### config.mk
export PLATFORM = sky130hd
export DESIGN_NAME = vector_operand_read
export DESIGN_NICKNAME = d
export VERILOG_FILES = /design/src/rtl/vector_operand_read.sv
export SDC_FILE = /design/constraint.sdc
export NUM_CORES = 2
export LEC_CHECK = 0
export BUFFER_PORTS_ARGS = -buffer_cell sky130_fd_sc_hd__buf_2
export CAP_MARGIN = 5
export CORE_AREA = 10 10 636 638
export DETAILED_ROUTE_END_ITERATION = 10
export DIE_AREA = 0 0 646 648
export PLACE_DENSITY = 0.3
export SLEW_MARGIN = 20
export SYNTH_ARGS = -nofsm -noshare
export SYNTH_HDL_FRONTEND = slang
export SYNTH_SLANG_ARGS = --single-unit
### constraint.sdc
create_clock -name clk -period 3.6 [get_ports clk]
set_input_delay 0.54 -clock clk [delete_from_list [all_inputs] [get_ports clk]]
set_output_delay 0.54 -clock clk [all_outputs]
set_load 0.01 [all_outputs]
### src/rtl/vector_operand_read.sv
// Operand-fetch stage: issues vs2/vs1 group reads to the 4-port vector RF and
// presents the gathered 512-bit operand buses to execute via valid/ready.
//
// state     | meaning
// IDLE      | waiting for an instruction, vsi_op_ready=1
// ISSUE_VS2 | reading vs2 group (LMUL=0: vs2 and vs1 together)
// ISSUE_VS1 | capturing vs2 group, reading vs1 group (LMUL=1 only)
// CAPTURE   | capturing the last read data
// VALID     | operands presented, waiting for opr_ready

`ifndef OPC_VREDSUM
`define OPC_VREDSUM 6'b000000
`endif

module vector_operand_read #(
   parameter int VLEN_BITS = 128,
   parameter int NPORT     = 4
) (
   input  logic                                clk,
   input  logic                                rst_n,
   input  logic [31:0]                         vsi_op,
   input  logic                                vsi_lmul,
   input  logic                                vsi_sew,
   input  logic                                vsi_op_valid,
   output logic                                vsi_op_ready,
   input  logic                                flush,
   output logic [NPORT-1:0]                    vsi_rf_ren,
   output logic [NPORT-1:0][4:0]               vsi_rf_raddr,
   input  logic [NPORT-1:0][VLEN_BITS-1:0]     vsi_rf_rdata,
   output logic                                opr_valid,
   input  logic                                opr_ready,
   output logic [NPORT*VLEN_BITS-1:0]          vs2_bus,
   output logic [NPORT*VLEN_BITS-1:0]          vs1_bus,
   output logic [31:0]                         opr_op,
   output logic                                opr_lmul,
   output logic                                opr_sew
);

   localparam logic [2:0] IDLE      = 3'd0;
   localparam logic [2:0] ISSUE_VS2 = 3'd1;
   localparam logic [2:0] ISSUE_VS1 = 3'd2;
   localparam logic [2:0] CAPTURE   = 3'd3;
   localparam logic [2:0] VALID     = 3'd4;

   localparam int BUS_W = NPORT * VLEN_BITS;

   logic [2:0]       state_q,   state_d;
   logic [31:0]      op_q,      op_d;
   logic             lmul_q,    lmul_d;
   logic             sew_q,     sew_d;
   logic             vredsum_q, vredsum_d;
   logic             valid_q,   valid_d;
   logic [BUS_W-1:0] vs2_bus_q, vs2_bus_d;
   logic [BUS_W-1:0] vs1_bus_q, vs1_bus_d;

   logic [4:0] vs2_idx;
   logic [4:0] vs1_idx;

   assign vs2_idx = op_q[24:20];
   assign vs1_idx = op_q[19:15];

   assign vsi_op_ready = (state_q == IDLE);
   assign opr_valid    = valid_q;
   assign vs2_bus      = vs2_bus_q;
   assign vs1_bus      = vs1_bus_q;
   assign opr_op       = op_q;
   assign opr_lmul     = lmul_q;
   assign opr_sew      = sew_q;

   always_comb begin
      state_d   = state_q;
      op_d      = op_q;
      lmul_d    = lmul_q;
      sew_d     = sew_q;
      vredsum_d = vredsum_q;
      valid_d   = valid_q;
      vs2_bus_d = vs2_bus_q;
      vs1_bus_d = vs1_bus_q;
      if (flush) begin
         state_d = IDLE;
         valid_d = 1'b0;
      end else begin
         case (state_q)
            IDLE: begin
               if (vsi_op_valid) begin
                  state_d   = ISSUE_VS2;
                  op_d      = vsi_op;
                  lmul_d    = vsi_lmul;
                  sew_d     = vsi_sew;
                  vredsum_d = (vsi_op[31:26] == `OPC_VREDSUM);
                  vs2_bus_d = '0;
                  vs1_bus_d = '0;
               end
            end
            ISSUE_VS2: state_d = lmul_q ? ISSUE_VS1 : CAPTURE;
            ISSUE_VS1: begin
               vs2_bus_d = vsi_rf_rdata;
               state_d   = CAPTURE;
            end
            CAPTURE: begin
               if (!lmul_q) begin
                  vs2_bus_d[VLEN_BITS-1:0] = vsi_rf_rdata[0];
                  vs1_bus_d[VLEN_BITS-1:0] = vsi_rf_rdata[1];
               end else begin
                  vs1_bus_d[VLEN_BITS-1:0] = vsi_rf_rdata[0];
                  if (!vredsum_q)
                     vs1_bus_d[BUS_W-1:VLEN_BITS] = vsi_rf_rdata[NPORT-1:1];
               end
               state_d = VALID;
               valid_d = 1'b1;
            end
            VALID: begin
               if (opr_ready) begin
                  state_d = IDLE;
                  valid_d = 1'b0;
               end
            end
            default: state_d = IDLE;
         endcase
      end
   end

   // Read ports are decoded from the registered state only; idle ports drive address 0.
   always_comb begin
      vsi_rf_ren   = '0;
      vsi_rf_raddr = '0;
      case (state_q)
         ISSUE_VS2: begin
            if (lmul_q) begin
               for (int k = 0; k < NPORT; k++) begin
                  vsi_rf_ren[k]   = 1'b1;
                  vsi_rf_raddr[k] = vs2_idx + 5'(k);
               end
            end else begin
               vsi_rf_ren[0]   = 1'b1;
               vsi_rf_ren[1]   = 1'b1;
               vsi_rf_raddr[0] = vs2_idx;
               vsi_rf_raddr[1] = vs1_idx;
            end
         end
         ISSUE_VS1: begin
            if (vredsum_q) begin
               vsi_rf_ren[0]   = 1'b1;
               vsi_rf_raddr[0] = vs1_idx;
            end else begin
               for (int k = 0; k < NPORT; k++) begin
                  vsi_rf_ren[k]   = 1'b1;
                  vsi_rf_raddr[k] = vs1_idx + 5'(k);
               end
            end
         end
         default: ;
      endcase
   end

   always_ff @(posedge clk or negedge rst_n) begin
      if (!rst_n) begin
         state_q   <= IDLE;
         op_q      <= '0;
         lmul_q    <= 1'b0;
         sew_q     <= 1'b0;
         vredsum_q <= 1'b0;
         valid_q   <= 1'b0;
         vs2_bus_q <= '0;
         vs1_bus_q <= '0;
      end else begin
         state_q   <= state_d;
         op_q      <= op_d;
         lmul_q    <= lmul_d;
         sew_q     <= sew_d;
         vredsum_q <= vredsum_d;
         valid_q   <= valid_d;
         vs2_bus_q <= vs2_bus_d;
         vs1_bus_q <= vs1_bus_d;
      end
   end

endmodule

# Yosys cells after proc, flatten, opt, wreduce, memory -nomap -nowiden
# Index checks and enable logic that the tools add are counted.
[word_totals]
ff_bits = 1063
output_inout_bits = 1084
wordCells = 63
[op_classes]
n_addsub = 6
n_eq_ne = 10
muxes = 23
n_bitwise = 1
reduce_logical = 13
[ops]
columns = ["operator", "count"]
rows = [
  ["512-bit one-hot mux with 2 select lines", 1],
  ["384-bit 2-to-1 mux", 2],
  ["384-bit one-hot mux with 2 select lines", 1],
  ["512-bit 2-to-1 mux", 1],
  ["128-bit one-hot mux with 3 select lines", 1],
  ["128-bit 2-to-1 mux", 2],
  ["20-bit one-hot mux with 2 select lines", 1],
  ["5-bit by 2-bit adder with 5-bit output (second input constant)", 4],
  ["10-bit 2-to-1 mux", 2],
  ["15-bit 2-to-1 mux", 1],
  ["3-bit one-hot mux with 5 select lines", 1],
  ["3-bit 2-to-1 mux", 4],
  ["5-bit by 1-bit adder with 5-bit output (second input constant)", 2],
  ["3-bit AND reduction", 3],
  ["2-bit inequality test (second input constant)", 4],
  ["4-bit one-hot mux with 2 select lines", 1],
  ["3-bit by 2-bit equality test with 1-bit output (second input constant)", 2],
  ["6-bit logical NOT", 1],
  ["3-bit nonzero test", 2],
  ["5-bit AND reduction", 1],
  ["2-bit AND reduction", 2],
  ["4-bit AND reduction", 1],
  ["2-bit nonzero test", 2],
  ["3-bit by 1-bit equality test with 1-bit output (second input constant)", 1],
  ["8 further kinds", 10],
]

# Logic depth before layout (Yosys ltp)
[logic_depth]
ltp_word = 3
depth_mapped = 9
ltp_nobuf = 5

# Worst setup path after synthesis
# Ideal clock, no wire load.
[synth_timing]
kind = "register to output"
start = "register state_q[2]"
end = "output vsi_rf_raddr[7] (netlist bit)"
arrival_time_ns = 1.922
required_ns = 3.060
slack_ns = 1.138
stages_incl_launch_ff = 6
path_buffers = 2
path_cell_list = "dfrtp_1 > buf_2 > or4b_2 > clkbuf_1 > or3b_2 > o211ai_1"
[synth_rtl]
columns = ["element", "line_no", "rtl"]
rows = [
  ["start: declaration", "47", "logic [2:0] state_q, state_d;"],
  ["start signal: assignment", "167", "state_q <= state_d;"],
  ["end: declaration", "28", "output logic [NPORT-1:0][4:0] vsi_rf_raddr,"],
]

==> impl_metrics.tcl <==
set metrics [dict create \
    yosys-top-cells-area "dfrtp_1, nand2_1, a22o_1" \
    die_w_um 646 \
    clock_latency_ns 0.85 \
    cts_buffers 151 \
    fin_crit_sh_pct 93.11 \
    switching_share_pct 34.67 \
    post_drt_via_cell_ratio 3.583 \
    final_nets 6542 \
    io_buffers 1634 \
    grt_use_total_pct 15.15 \
    ys_seq_elements 1063 \
    synth_edf_count 0 \
    cp-end-kind "primary output" \
    leakagePower_nw 34.45 \
    p_comb_share_pct 22.7 \
    drive_above_1_share_pct 33.63 \
    ant_nets 0 \
    ir_drop_mv 0.2998 \
    cp_data_required_time_ns 3.06 \
    postSynthCellCount 3842 \
    ctsLongestPathBuffers 4 \
    stdcell_count 11380 \
    grt_pass1_wl_um 433800 \
    worstMarginPinSlew_ns 1.132 \
    max_freq_ghz 0.2983 \
    antenna_found_initial 176 \
    syn_nets 4401 \
    synthDistinctLibCells 39 \
    grt_max_degree 141 \
    synth_largest_area_cell "dfrtp_1" \
    synth_top_cell_area_share_pct 64.19 \
    crit_arrival_ns 2.81 \
    synthArstFlopShare_pct 100.0 \
    die_area_um2 418600 \
    yosysSeqAreaShare_pct 64.19 \
    fill_cells 44050 \
    clockPowerShare_pct 40.0 \
    hold_class "input pin to register" \
    die_h_um 648 \
    cts_sinks 1063 \
    slew_viol_final 0 \
    drt_iter0_markers 3088 \
    synthFlopType "dfrtp_1" \
    synth_top_family_by_area "simple AND/OR/NAND/NOR gates" \
    powerDensity_nw_per_um2 576.6 \
    power.switching_mw 13.35 \
    p_int_mw 25.16 \
    grt_overflow 0 \
    sequentialPowerShare_pct 37.3 \
    place.gp.congestion 0.8291 \
    yosys.area_share.simple_pct 15.78 \
    yosys.area_share.adder_pct 0.2415 \
    multi_input_area_um2 13370 \
    syn_avg_cell_area_um2 10.79 \
    hold_slack_ns 0.08702 \
    maxSlewHeadroom_pct 24.53 \
    synth_warnings 0 \
    fin_setup_tns_ns 0 \
    num_rows 230 \
    area_delta_synth_final_pct 61.14 \
    io_pins 1635 \
    drt_first_pass_iters 7 \
    grt_pass1_vias 41840 \
    synthMostInstantiatedCell "nand2_1" \
    dp_cells 10520 \
    finalHoldViolCount 0 \
    synth_area_um2 41440 \
    synth_common_cells "nand2_1, dfrtp_1, nand3_1" \
    initial_utilization_pct 10.59 \
    wirelength_um 334000 \
    critical_path_class "register to primary output" \
    regArea_um2 26610 \
    place_area_um2 56310 \
    drc_errors 0 \
    finalCriticalPeriod_ns 3.352 \
    synth-xor-area-share_pct 0.2748 \
    setup_violations 0 \
    cts_root_buf "clkbuf_16" \
    clock_skew_ns 0.05608 \
    drv_cap 0 \
    startpoint_type "register" \
    grt_setup_unrepaired "no" \
    dr_total_vias 40760 \
    critPathMaxFanout 7 \
    cts.clk_slew.worst_paths_ns 0.06 \
    outcome "finished clean" \
    synth.area.mux_share_pct 3.955 \
    synth_compound_area_share_pct 11.84 \
    final_area_um2 66780 \
    wl_per_cell_um 29.36 \
    htree_num_levels 4 \
    hpwl_um 268800 \
    coreArea_um2 391400 \
    cts_tree "built" \
]
[routing by layer]
metal | wire length (um) | part of all wire (%) | track usage, % | up-vias
met5 | 423 | 0.13 | 0 | -
li1 | - | - | - | 17530
met2 | 161300 | 48 | 25.92 | 1737
met3 | 26000 | 7.8 | 4.742 | 471
met1 | 136300 | 41 | 18.46 | 20960
met4 | 10000 | 3.0 | 3.688 | 62
[power by group through the flow]
stage                     registers, mW  logic [mW]  clock network (mW)
after floorplan                    14.8        2.67                   0
after global placement             14.6        8.33                   0
after detailed placement           14.6        8.36                   0
after CTS                          14.4        9.06                16.1
after global routing               14.6        9.39                16.4
final                              14.4        8.72                15.4
[repair_timing]
item                                     CTS  global route
hold buffers                             534             0
hold endpoints to repair                1006             0
endpoints found under the setup margin     4             2
resized for setup                          4             1
pin swaps                                  0             0
setup buffers                              0             0
[state kept, by name (all words and copies together), names as in the netlist]
name and flops:
vs1_bus 512, vs2_bus 512, opr_op 32, state_q 3
opr_lmul 1, opr_sew 1, opr_valid 1, vredsum_q 1
[cell type report]
cell class / count / area share [%]
inverter: 6 / 0.03373
clock buffer: 220 / 6.571
tap: 5220 / 9.780
timing repair buffer: 2305 / 22.67
clock inverter: 46 / 0.8488
multi-input combinational: 2456 / 20.02
sequential: 1063 / 39.85
antenna: 61 / 0.2286
[worst max-delay path, stage by stage (launching register included)]
cell and delay (ns):
dfrtp_1 0.66, inv_1 0.28, ha_1 0.30, nor2_1 0.14, xnor2_1 0.11, o22ai_2 0.26
buf_2 0.20
[cells by family after synthesis]
logic type | after synthesis
compound gates | 682
flops | 1063
xor+xnor | 13
simple gates | 1593
fa+ha+maj | 8
mux | 160
buf+inv | 323
[per-stage QoR]
step                      util (%)  worst slack (ns)  total power [mW]
after floorplan                  -             1.138             17.50
after global placement       14.39            0.4284             22.92
after detailed placement     14.39            0.4070             22.95
after CTS                    17.02           0.05100             39.54
after global routing         17.04           0.02686             40.38
final                        17.06            0.2479             38.51
[layout by cell type, fill, tap and decap left out, types with 7 or more instances in the layout]
cell type      count
nor2_1            14
nand3_1          390
mux2_2            30
buf_4             91
mux2i_1          130
clkbuf_16        151
o21ai_0          265
diode_2           61
dlygate4sd3_1    534
dfrtp_1         1058
buf_12            46
clkinv_2          17
nand2_1         1166
clkinvlp_4         7
clkbuf_1          34
ha_1               8
a21oi_1            7
clkbuf_8          35
xor2_1             8
buf_2           1633
o22ai_1           11
a22o_1           384
[worst paths after layout]
path / from / end / slack [ns] / cells after the start
worst max-delay path: opr_op[20] / vsi_rf_raddr[19] / 0.25 / 6
worst min-delay path: vsi_rf_rdata[201] / vs2_bus[201] / 0.09 / 3
worst max register to register: state_q[0] / vs1_bus[485] / 0.45 / 5
worst min register to register: vs2_bus[331] / vs2_bus[331] / 0.46 / 2
max in group asynchronous: rst_n / vs2_bus[498] / 2.02 / 3
min in group asynchronous: rst_n / vs2_bus[212] / 0.43 / 2
Note: power is estimated with default switching activity, not from simulation.
